**src/rtl/mem_access_if.sv**
```systemverilog
// Pipeline-side and data-memory-side signals of the cqu_mips memory-access stage.
// MEM_ADDR_EXC_EN adds the misaligned-address exception outputs.
interface mem_access_if;
    logic        stall;
    logic        in_valid;
    logic [3:0]  mem_op;
    logic [31:0] alu_result;
    logic [31:0] store_data;
    logic [4:0]  write_addr_in;
    logic        reg_write_in;
    logic [31:0] pc_in;
    logic [31:0] inst_in;

    logic        data_req;
    logic        data_wr;
    logic [1:0]  data_size;
    logic [31:0] data_addr;
    logic [3:0]  data_wstrb;
    logic [31:0] data_wdata;
    logic        data_addr_ok;
    logic        data_data_ok;
    logic [31:0] data_rdata;

    logic        mem_stall;
    logic        wb_valid;
    logic [4:0]  write_addr_out;
    logic        reg_write_out;
    logic [31:0] write_data_out;
    logic [31:0] pc_out;
    logic [31:0] inst_out;
`ifdef MEM_ADDR_EXC_EN
    logic        addr_exc;
    logic [31:0] bad_vaddr;
`endif

    // The stage itself: issues memory requests and drives write-back.
    modport master (
        input  stall, in_valid, mem_op, alu_result, store_data,
        input  write_addr_in, reg_write_in, pc_in, inst_in,
        input  data_addr_ok, data_data_ok, data_rdata,
`ifdef MEM_ADDR_EXC_EN
        output addr_exc, bad_vaddr,
`endif
        output data_req, data_wr, data_size, data_addr, data_wstrb, data_wdata,
        output mem_stall, wb_valid, write_addr_out, reg_write_out,
        output write_data_out, pc_out, inst_out
    );

    // Surrounding pipeline and data memory.
    modport slave (
        output stall, in_valid, mem_op, alu_result, store_data,
        output write_addr_in, reg_write_in, pc_in, inst_in,
        output data_addr_ok, data_data_ok, data_rdata,
`ifdef MEM_ADDR_EXC_EN
        input  addr_exc, bad_vaddr,
`endif
        input  data_req, data_wr, data_size, data_addr, data_wstrb, data_wdata,
        input  mem_stall, wb_valid, write_addr_out, reg_write_out,
        input  write_data_out, pc_out, inst_out
    );
endinterface

```
**src/rtl/mem_access.sv**
```systemverilog
// cqu_mips memory-access stage: SRAM-like load/store issue, load alignment, write-back register.
// Optional MEM_ADDR_EXC_EN: misaligned half/word accesses raise addr_exc instead of a request.
module mem_access (
    input logic          i_clk,
    input logic          i_rst,
    mem_access_if.master bus
);
    localparam logic [3:0] OP_LB  = 4'd1;
    localparam logic [3:0] OP_LBU = 4'd2;
    localparam logic [3:0] OP_LH  = 4'd3;
    localparam logic [3:0] OP_LHU = 4'd4;
    localparam logic [3:0] OP_LW  = 4'd5;
    localparam logic [3:0] OP_SB  = 4'd6;
    localparam logic [3:0] OP_SH  = 4'd7;
    localparam logic [3:0] OP_SW  = 4'd8;

    typedef enum logic [1:0] {S_IDLE, S_REQ, S_RESP, S_HOLD} state_t;

    state_t      r_state;
    logic        r_data_req, r_data_wr;
    logic [1:0]  r_data_size;
    logic [31:0] r_data_addr, r_data_wdata;
    logic [3:0]  r_data_wstrb;
    logic        r_wb_valid, r_reg_write;
    logic [4:0]  r_write_addr;
    logic [31:0] r_write_data, r_pc, r_inst;
    logic        r_hold_rw;
    logic [4:0]  r_hold_waddr;
    logic [31:0] r_hold_data, r_hold_pc, r_hold_inst;
`ifdef MEM_ADDR_EXC_EN
    logic        r_addr_exc;
    logic [31:0] r_bad_vaddr;
`endif

    logic        w_is_load, w_is_store, w_is_mem, w_misalign, w_mem_go, w_rw;
    logic [1:0]  w_size;
    logic [3:0]  w_wstrb;
    logic [31:0] w_wdata, w_load_data, w_result;
    logic [7:0]  w_byte;
    logic [15:0] w_half;

    // Opcode decode and request field construction.
    always_comb begin
        w_is_load  = (bus.mem_op >= OP_LB) && (bus.mem_op <= OP_LW);
        w_is_store = (bus.mem_op >= OP_SB) && (bus.mem_op <= OP_SW);
        w_is_mem   = w_is_load || w_is_store;
        w_size     = 2'd2;
        w_wstrb    = 4'b0000;
        w_wdata    = bus.store_data;
        w_misalign = 1'b0;
        case (bus.mem_op)
            OP_LB, OP_LBU: w_size = 2'd0;
            OP_LH, OP_LHU: w_size = 2'd1;
            OP_SB: begin
                w_size  = 2'd0;
                w_wstrb = 4'(4'b0001 << bus.alu_result[1:0]);
                w_wdata = {4{bus.store_data[7:0]}};
            end
            OP_SH: begin
                w_size  = 2'd1;
                w_wstrb = bus.alu_result[1] ? 4'b1100 : 4'b0011;
                w_wdata = {2{bus.store_data[15:0]}};
            end
            OP_SW: w_wstrb = 4'b1111;
            default: ;
        endcase
`ifdef MEM_ADDR_EXC_EN
        w_misalign = ((w_size == 2'd1) && bus.alu_result[0]) ||
                     ((w_size == 2'd2) && w_is_mem && (bus.alu_result[1:0] != 2'b00));
`endif
        w_mem_go = bus.in_valid && w_is_mem && !w_misalign;
        w_rw     = w_is_load && bus.reg_write_in;
    end

    // Load data alignment and extension.
    always_comb begin
        w_byte = 8'(bus.data_rdata >> {bus.alu_result[1:0], 3'b000});
        w_half = bus.alu_result[1] ? bus.data_rdata[31:16] : bus.data_rdata[15:0];
        case (bus.mem_op)
            OP_LB:   w_load_data = {{24{w_byte[7]}}, w_byte};
            OP_LBU:  w_load_data = {24'h0, w_byte};
            OP_LH:   w_load_data = {{16{w_half[15]}}, w_half};
            OP_LHU:  w_load_data = {16'h0, w_half};
            default: w_load_data = bus.data_rdata;
        endcase
        w_result = w_is_load ? w_load_data : bus.alu_result;
    end

    // Upstream hold: data_ok in RESP releases it so execute can advance on that edge.
    assign bus.mem_stall = ((r_state == S_IDLE) && w_mem_go) || (r_state == S_REQ) ||
                           ((r_state == S_RESP) && !bus.data_data_ok) || (r_state == S_HOLD);

    always_ff @(posedge i_clk) begin
        if (i_rst) begin
            r_state      <= S_IDLE;
            r_data_req   <= 1'b0;
            r_data_wr    <= 1'b0;
            r_data_size  <= 2'd0;
            r_data_addr  <= 32'h0;
            r_data_wstrb <= 4'h0;
            r_data_wdata <= 32'h0;
            r_wb_valid   <= 1'b0;
            r_reg_write  <= 1'b0;
            r_write_addr <= 5'd0;
            r_write_data <= 32'h0;
            r_pc         <= 32'h0;
            r_inst       <= 32'h0;
            r_hold_rw    <= 1'b0;
            r_hold_waddr <= 5'd0;
            r_hold_data  <= 32'h0;
            r_hold_pc    <= 32'h0;
            r_hold_inst  <= 32'h0;
`ifdef MEM_ADDR_EXC_EN
            r_addr_exc   <= 1'b0;
            r_bad_vaddr  <= 32'h0;
`endif
        end else begin
            case (r_state)
                S_IDLE: if (!bus.stall) begin
                    if (bus.in_valid && !w_is_mem) begin
                        r_wb_valid   <= 1'b1;
                        r_write_data <= bus.alu_result;
                        r_reg_write  <= bus.reg_write_in;
                        r_write_addr <= bus.write_addr_in;
                        r_pc         <= bus.pc_in;
                        r_inst       <= bus.inst_in;
`ifdef MEM_ADDR_EXC_EN
                        r_addr_exc   <= 1'b0;
                    end else if (bus.in_valid && w_misalign) begin
                        r_wb_valid   <= 1'b1;
                        r_write_data <= bus.alu_result;
                        r_reg_write  <= 1'b0;
                        r_write_addr <= bus.write_addr_in;
                        r_pc         <= bus.pc_in;
                        r_inst       <= bus.inst_in;
                        r_addr_exc   <= 1'b1;
                        r_bad_vaddr  <= bus.alu_result;
`endif
                    end else if (w_mem_go) begin
                        r_state      <= S_REQ;
                        r_wb_valid   <= 1'b0;
                        r_data_req   <= 1'b1;
                        r_data_wr    <= w_is_store;
                        r_data_size  <= w_size;
                        r_data_addr  <= bus.alu_result;
                        r_data_wstrb <= w_wstrb;
                        r_data_wdata <= w_wdata;
                    end else begin
                        r_wb_valid   <= 1'b0;
                    end
                end
                S_REQ: begin
                    if (bus.data_addr_ok) begin
                        r_data_req <= 1'b0;
                        r_state    <= S_RESP;
                    end
                    if (!bus.stall) r_wb_valid <= 1'b0;
                end
                S_RESP: begin
                    if (bus.data_data_ok && !bus.stall) begin
                        r_state      <= S_IDLE;
                        r_wb_valid   <= 1'b1;
                        r_write_data <= w_result;
                        r_reg_write  <= w_rw;
                        r_write_addr <= bus.write_addr_in;
                        r_pc         <= bus.pc_in;
                        r_inst       <= bus.inst_in;
`ifdef MEM_ADDR_EXC_EN
                        r_addr_exc   <= 1'b0;
`endif
                    end else if (bus.data_data_ok) begin
                        r_state      <= S_HOLD;
                        r_hold_data  <= w_result;
                        r_hold_rw    <= w_rw;
                        r_hold_waddr <= bus.write_addr_in;
                        r_hold_pc    <= bus.pc_in;
                        r_hold_inst  <= bus.inst_in;
                    end else if (!bus.stall) begin
                        r_wb_valid   <= 1'b0;
                    end
                end
                S_HOLD: if (!bus.stall) begin
                    r_state      <= S_IDLE;
                    r_wb_valid   <= 1'b1;
                    r_write_data <= r_hold_data;
                    r_reg_write  <= r_hold_rw;
                    r_write_addr <= r_hold_waddr;
                    r_pc         <= r_hold_pc;
                    r_inst       <= r_hold_inst;
`ifdef MEM_ADDR_EXC_EN
                    r_addr_exc   <= 1'b0;
`endif
                end
                default: r_state <= S_IDLE;
            endcase
        end
    end

    assign bus.data_req       = r_data_req;
    assign bus.data_wr        = r_data_wr;
    assign bus.data_size      = r_data_size;
    assign bus.data_addr      = r_data_addr;
    assign bus.data_wstrb     = r_data_wstrb;
    assign bus.data_wdata     = r_data_wdata;
    assign bus.wb_valid       = r_wb_valid;
    assign bus.write_addr_out = r_write_addr;
    assign bus.reg_write_out  = r_reg_write;
    assign bus.write_data_out = r_write_data;
    assign bus.pc_out         = r_pc;
    assign bus.inst_out       = r_inst;
`ifdef MEM_ADDR_EXC_EN
    assign bus.addr_exc       = r_addr_exc;
    assign bus.bad_vaddr      = r_bad_vaddr;
`endif
endmodule

```
**src/flat_wrapper.sv**
```systemverilog
// flat-port wrapper written by rule: the top's interface ports become plain ports
module mem_access_flat 
  (i_clk, i_rst, bus_stall, bus_in_valid, bus_mem_op, bus_alu_result, bus_store_data, bus_write_addr_in, bus_reg_write_in, bus_pc_in, bus_inst_in, bus_data_addr_ok, bus_data_data_ok, bus_data_rdata, bus_data_req, bus_data_wr, bus_data_size, bus_data_addr, bus_data_wstrb, bus_data_wdata, bus_mem_stall, bus_wb_valid, bus_write_addr_out, bus_reg_write_out, bus_write_data_out, bus_pc_out, bus_inst_out);
  mem_access_if bus_i ();
  input logic i_clk;
  input logic i_rst;
  input wire logic [$bits(bus_i.stall)-1:0] bus_stall;
  input wire logic [$bits(bus_i.in_valid)-1:0] bus_in_valid;
  input wire logic [$bits(bus_i.mem_op)-1:0] bus_mem_op;
  input wire logic [$bits(bus_i.alu_result)-1:0] bus_alu_result;
  input wire logic [$bits(bus_i.store_data)-1:0] bus_store_data;
  input wire logic [$bits(bus_i.write_addr_in)-1:0] bus_write_addr_in;
  input wire logic [$bits(bus_i.reg_write_in)-1:0] bus_reg_write_in;
  input wire logic [$bits(bus_i.pc_in)-1:0] bus_pc_in;
  input wire logic [$bits(bus_i.inst_in)-1:0] bus_inst_in;
  input wire logic [$bits(bus_i.data_addr_ok)-1:0] bus_data_addr_ok;
  input wire logic [$bits(bus_i.data_data_ok)-1:0] bus_data_data_ok;
  input wire logic [$bits(bus_i.data_rdata)-1:0] bus_data_rdata;
  output wire logic [$bits(bus_i.data_req)-1:0] bus_data_req;
  output wire logic [$bits(bus_i.data_wr)-1:0] bus_data_wr;
  output wire logic [$bits(bus_i.data_size)-1:0] bus_data_size;
  output wire logic [$bits(bus_i.data_addr)-1:0] bus_data_addr;
  output wire logic [$bits(bus_i.data_wstrb)-1:0] bus_data_wstrb;
  output wire logic [$bits(bus_i.data_wdata)-1:0] bus_data_wdata;
  output wire logic [$bits(bus_i.mem_stall)-1:0] bus_mem_stall;
  output wire logic [$bits(bus_i.wb_valid)-1:0] bus_wb_valid;
  output wire logic [$bits(bus_i.write_addr_out)-1:0] bus_write_addr_out;
  output wire logic [$bits(bus_i.reg_write_out)-1:0] bus_reg_write_out;
  output wire logic [$bits(bus_i.write_data_out)-1:0] bus_write_data_out;
  output wire logic [$bits(bus_i.pc_out)-1:0] bus_pc_out;
  output wire logic [$bits(bus_i.inst_out)-1:0] bus_inst_out;
  assign bus_i.stall = bus_stall;
  assign bus_i.in_valid = bus_in_valid;
  assign bus_i.mem_op = bus_mem_op;
  assign bus_i.alu_result = bus_alu_result;
  assign bus_i.store_data = bus_store_data;
  assign bus_i.write_addr_in = bus_write_addr_in;
  assign bus_i.reg_write_in = bus_reg_write_in;
  assign bus_i.pc_in = bus_pc_in;
  assign bus_i.inst_in = bus_inst_in;
  assign bus_i.data_addr_ok = bus_data_addr_ok;
  assign bus_i.data_data_ok = bus_data_data_ok;
  assign bus_i.data_rdata = bus_data_rdata;
  assign bus_data_req = bus_i.data_req;
  assign bus_data_wr = bus_i.data_wr;
  assign bus_data_size = bus_i.data_size;
  assign bus_data_addr = bus_i.data_addr;
  assign bus_data_wstrb = bus_i.data_wstrb;
  assign bus_data_wdata = bus_i.data_wdata;
  assign bus_mem_stall = bus_i.mem_stall;
  assign bus_wb_valid = bus_i.wb_valid;
  assign bus_write_addr_out = bus_i.write_addr_out;
  assign bus_reg_write_out = bus_i.reg_write_out;
  assign bus_write_data_out = bus_i.write_data_out;
  assign bus_pc_out = bus_i.pc_out;
  assign bus_inst_out = bus_i.inst_out;
  mem_access u_core (.i_clk(i_clk), .i_rst(i_rst), .bus(bus_i));
endmodule
```
**config.mk**
```make
export PLATFORM = sky130hd
export DESIGN_NAME = mem_access_flat
export DESIGN_NICKNAME = d
export VERILOG_FILES = /design/src/rtl/mem_access_if.sv /design/src/rtl/mem_access.sv /design/src/flat_wrapper.sv
export SDC_FILE = /design/constraint.sdc
export NUM_CORES = 1
export LEC_CHECK = 0
export ABC_AREA = 0
export BUFFER_PORTS_ARGS = -buffer_cell sky130_fd_sc_hd__buf_2
export CORE_MARGIN = 4
export CORE_UTILIZATION = 57
export DETAILED_ROUTE_END_ITERATION = 10
export PLACE_DENSITY_LB_ADDON = 0.05
export SYNTH_ARGS = -nofsm -noshare
export SYNTH_HDL_FRONTEND = slang
export SYNTH_SLANG_ARGS = --single-unit
```
**constraint.sdc**
```tcl
create_clock -name i_clk -period 3.7 [get_ports i_clk]
set_input_delay 0.555 -clock i_clk [delete_from_list [all_inputs] [get_ports i_clk]]
set_output_delay 0.555 -clock i_clk [all_outputs]
set_load 0.01 [all_outputs]
```
# Word level (Yosys, flattened, before mapping)
# Cells that the tools add are included.
# classes
bitwise	3
shifts	2
n_eq_ne	19
n_lt_le_gt_ge	4
reduce_logical	26
muxes	52
# op_table
operator	count
$mux 32	13
$pmux 32 s3	3
$pmux 32 s4	1
$pmux 32 s2	1
$shr 32x5->8	1
$mux 5	4
$mux 16	1
$pmux 5 s3	1
$mux 1	14
$mux 2	7
$eq 4x3->1 const B	3
$ne 2x2->1 const B	6
$pmux 4 s3	1
$reduce_and 5->1	2
$eq 4x2->1 const B	2
$logic_and 1x1->1	8
$pmux 2 s4	1
$ne 3x3->1 const B	2
$reduce_and 3->1	2
$reduce_and 6->1	1
$reduce_or 3->1	2
$eq 2x2->1 const B	2
$eq 4x1->1 const B	1
$eq 4x4->1 const B	1
19 further kinds	26
# totals
ff_bits	279
elab_cells	124
output_inout_bits	176

# Depth between registers and ports, before layout
# depth
ltp_word	8
depth_mapped	9
mapped_depth_nobuf	5

# Least setup slack after synthesis
# No wires, ideal clock.
# synth_timing
kind	input-to-reg
startpoint	input bus_mem_op[2]
endpoint	register u_core.r_inst[10] (netlist: u_core.bus.inst_out[10])
path_buffers	3
slack_ns	1.203
path_stages	7
t_arrival_ns	2.350
cell_sequence	clkbuf_1 -> or4_4 -> a2111oi_4 -> o21a_2 -> buf_2 -> buf_4 -> a311oi_2
# synth_between
elab_chain_len	7
elab_cells_between_ends	11
# synth_rtl
item	line	rtl
start, declared	flat_wrapper.sv:9	input wire logic [$bits(bus_i.mem_op)-1:0] bus_mem_op;
$ge 4x1->1 (tied with other cells)	mem_access.sv:44	w_is_load = (bus.mem_op >= OP_LB) && (bus.mem_op <= OP_LW);
$logic_and 1x1->1 (on tied branches)	mem_access.sv:44, mem_access.sv:45	
$logic_or 1x1->1 (*)	mem_access.sv:46	w_is_mem = w_is_load || w_is_store;
$logic_not 1->1 (*)	mem_access.sv:120	if (bus.in_valid && !w_is_mem) begin
$logic_and 1x1->1 (*)	mem_access.sv:120	
$ne 2x2->1 (no source line) (*)	n/a	
$reduce_and 5->1 (no source line) (*)	n/a	
end signal, assigned	mem_access.sv:126	r_inst <= bus.inst_in;
end signal, assigned	mem_access.sv:167	r_inst <= bus.inst_in;
end signal, assigned	mem_access.sv:189	r_inst <= r_hold_inst;
end, declared	mem_access.sv:26	logic [31:0] r_write_data, r_pc, r_inst;
# Every way passes the cells marked *; elsewhere a longest branch is shown, timed or not.
# A chain may end at the register's enable or synchronous reset.

# Final worst setup path
# layout_timing
startpoint	input bus_mem_op[1]
endpoint	output bus_mem_stall
# layout_between
elab_chain_len	8
elab_cells_between_ends	12
# layout_rtl
item	line	rtl
$ge 4x1->1 (tied with other cells)	mem_access.sv:44	
$logic_and 1x1->1 (on tied branches)	mem_access.sv:44, mem_access.sv:45	
$logic_or 1x1->1 (*)	mem_access.sv:46	
$logic_and 1x1->1 (*)	mem_access.sv:71	w_mem_go = bus.in_valid && w_is_mem && !w_misalign;
$logic_and 1x1->1 (*)	mem_access.sv:90	assign bus.mem_stall = ((r_state == S_IDLE) && w_mem_go) || (r_state == S_REQ) ||
$logic_or 1x1->1 (*) (2 in a row)	mem_access.sv:90	
$logic_or 1x1->1 (*)	mem_access.sv:91	((r_state == S_RESP) && !bus.data_data_ok) || (r_state == S_HOLD);
end, declared	flat_wrapper.sv:25	output wire logic [$bits(bus_i.mem_stall)-1:0] bus_mem_stall;
# Marked as above.

==> impl_metrics.tcl <==
set metrics [dict create \
    setup_viol 0 \
    drt-pass1-iter-count 9 \
    grt_pass1_wl_mm 60.64 \
    clockBufferDepth 3 \
    setup_tns_ns 0 \
    numCtsBuffers 29 \
    drtIter0Drc 1252 \
    cp_data_arrival_time_ns 2.21 \
    cpMaxStageDelayCell "o31ai_1" \
    p_int_mw 5.366 \
    wl_per_cell_um 18.46 \
    fmax_mhz 361.7 \
    outcome "finished clean" \
    final_cell_count_no_fill 2153 \
    whs_ns 0.2536 \
    p_clk_frac 0.418 \
    rows 54 \
    ys_warn_count 0 \
    core_area_um2 22030 \
    synth_edf_count 0 \
    maxCapViolCount 0 \
    htreeDepth 1 \
    hpwl_mm 27.02 \
    path_cells "buf_2 -> buf_4 -> o31ai_1 -> a31oi_1 -> o21ai_0 -> buf_2" \
    place.gp.congestion 0.9502 \
    synth_top_area_frac 0.4333 \
    die_h_um 158.4 \
    rsz0062_at_grt "false" \
    overflow 0 \
    finalHoldViolCount 0 \
    synth_area_um2 12890 \
    cts_tree "yes" \
    holdBufCountCts 0 \
    combPwrFrac 0.141 \
    synth.distinct_cells 48 \
    tightest_slew_ns 1.280 \
    cts_resized 0 \
    power_density_nw_per_um2 460.6 \
    fin_nets 2026 \
    ir_drop_uv 441.6 \
    async_reset_ff_frac 0 \
    syn_area_per_cell_um2 8.123 \
    crit_path_max_fanout 16 \
    ys_ff_latch 279 \
    placedCellCount 2099 \
    die_area_um2 25090 \
    initial_core_util 0.5853 \
    slowest_delay_ns 0.69 \
    grt_max_degree 103 \
    holdCritPathClass "in2reg" \
    ioPinCount 352 \
    grt_pass1_vias 11440 \
    post-cts-setup-buffers 0 \
    slew_headroom 0.1410 \
    drc_errors 0 \
    switchingPower_mw 1.900 \
    start_kind "input pin" \
    yosys.area.top_type "dfxtp_1" \
    clkSlewWorstSetupHoldPaths_ns 0.06 \
    maxSlewViolCount 0 \
    synthCells 1587 \
    ant_nets 0 \
    area_growth_syn_to_layout_pct 22.38 \
    io_buffers 351 \
    min_period_over_period 0.7473 \
    pwr-share-seq 0.441 \
    power_mw 7.266 \
    endpoint_kind "output pin" \
    grtUsageTotal 0.2949 \
    cpMostUsedCell "buf_2" \
    die_w_um 158.4 \
    critPathRequiredTime_ns 3.14 \
    routed_wl_mm 39.74 \
    yosys-top-cells-area "dfxtp_1 (43%), nand2_1 (12%), a21oi_1 (7.4%), a311oi_2 (6.4%), o21ai_0 (3.8%)" \
    leakage_nw 6.189 \
    drive_gt1_frac 0.2847 \
    swShare 0.2616 \
    synth-main-ff-cell "dfxtp_1" \
    post-route-min-period_ns 2.765 \
    via_count 12800 \
    viasPerCell 5.946 \
    skew_ns 0.01018 \
    antenna_found_initial 7 \
    worstSetupPathType "in2out" \
    cts.sinks 279 \
    syn_nets 1763 \
    clock_latency_ns 0.55 \
    root_buffer "clkbuf_16" \
    yosysSeqAreaShare 0.4333 \
]
-- cells in the final DEF, fill, tap and decap left out, drive strengths merged, types with 8 or more instances in the layout --
cell	synthesis	layout
a21oi	190	190
mux2i	25	25
a311oi	87	87
nor2	101	101
a31oi	18	18
o211ai	42	42
nand2	423	423
a2111oi	18	18
dfxtp	279	279
mux2	16	16
a222oi	15	15
nor2b	21	21
o21a	17	17
a211oi	19	19
mux4	8	8
buf	37	390
nand3	11	11
clkbuf	122	41
o21ai	102	102
-- final cells by class --
class	instances	area (µm²)
Antenna cell	1	2.502
Clock buffer	40	817.0
Clock inverter	13	186.4
Fill cell	1796	6250
Inverter	4	15.01
Multi-Input combinational cell	1145	6654
Sequential cell	279	5585
Tap cell	280	350.3
Timing Repair Buffer	391	2166
-- synth_stat cells (2+ instances only) --
cell type,count
nand2_1,423
dfxtp_1,279
a21oi_1,190
clkbuf_1,122
nor2_1,101
o21ai_0,99
a311oi_2,55
o211ai_1,42
a311oi_1,32
mux2i_1,25
nor2b_1,21
buf_2,20
a211oi_1,19
a31oi_1,18
a2111oi_0,17
mux2_2,16
o21a_1,16
a222oi_1,15
nand3_1,11
mux4_2,8
buf_6,7
buf_4,6
nor3_1,6
buf_1,4
inv_1,4
and2_1,3
o21ai_1,3
a21boi_0,2
and3_1,2
nand2b_1,2
nor4b_1,2
-- through the flow --
step | area [µm²] | utilization | setup WS [ns]
finish | 15780 | 0.7163 | 0.9352
global route | 15780 | 0.7163 | 0.7723
CTS | 15770 | 0.7161 | 0.9814
detailed placement | 14770 | 0.6706 | 0.6422
global placement | 14770 | 0.6706 | 0.6964
floorplan | 12890 | - | 1.203
-- worst max-delay path: cells and delay by family --
| kind | cells | cell delay, ns |
|---|---|---|
| compound gates | 3 | 1.08 |
| buf+inv | 3 | 0.57 |
-- registers in the layout, summed over array words and instances (netlist names), 2 cells and up --
name                       cells
u_core.r_hold_pc              32
u_core.r_hold_inst            32
u_core.bus.write_data_out     32
u_core.bus.data_addr          32
u_core.r_hold_waddr            5
u_core.r_hold_data            32
u_core.r_state                 2
u_core.bus.inst_out           32
u_core.bus.write_addr_out      5
u_core.bus.data_wdata         32
u_core.bus.data_size           2
u_core.bus.data_wstrb          4
u_core.bus.pc_out             32
-- power groups by stage --
stage          logic, mW  clock network, mW  registers, mW
5_1_grt             1.11               3.21           3.22
6_report            1.02               3.03           3.21
3_3_place_gp       0.996                  0           3.27
2_1_floorplan      0.547                  0           3.32
3_5_place_dp        1.01                  0           3.27
4_1_cts             1.02               3.08           3.21
-- path summary, 6_finish.rpt --
path	startpoint	endpoint	depth (start not counted)	slack (ns)
min	bus_inst_in[16]	u_core.r_hold_inst[16]$_SDFFE_PP0P_	3	0.25
max	bus_mem_op[1]	bus_mem_stall	6	0.94
min reg2reg	u_core.bus.data_wdata[26]$_SDFFE_PP0P_	u_core.bus.data_wdata[26]$_SDFFE_PP0P_	2	0.45
max reg2reg	u_core.r_state[0]$_SDFFE_PP0P_	u_core.bus.write_data_out[14]$_SDFFE_PP0P_	7	1.05
-- per-layer routing --
| layer | up-vias | global-route usage | part of all wire |
|---|---|---|---|
| met5 | - | 0 | 0.0017 |
| met4 | 12 | 0.07677 | 0.026 |
| met3 | 82 | 0.05844 | 0.093 |
| met2 | 598 | 0.4723 | 0.46 |
| met1 | 5948 | 0.4104 | 0.42 |
| li1 | 6162 | - | - |
-- kinds of logic (layout without fill, tap and decap cells) --
group / count (synthesis) / count (layout) / synth area share
flops: 279 / 279 / 0.4333
compound gates: 517 / 517 / 0.2848
buf+inv: 163 / 448 / 0.05523
mux: 49 / 49 / 0.04736
other cells: 0 / 1 / 0
simple gates: 578 / 578 / 0.1787
xor+xnor: 1 / 1 / 0.0006795
Power figures use the tool's default switching activity.
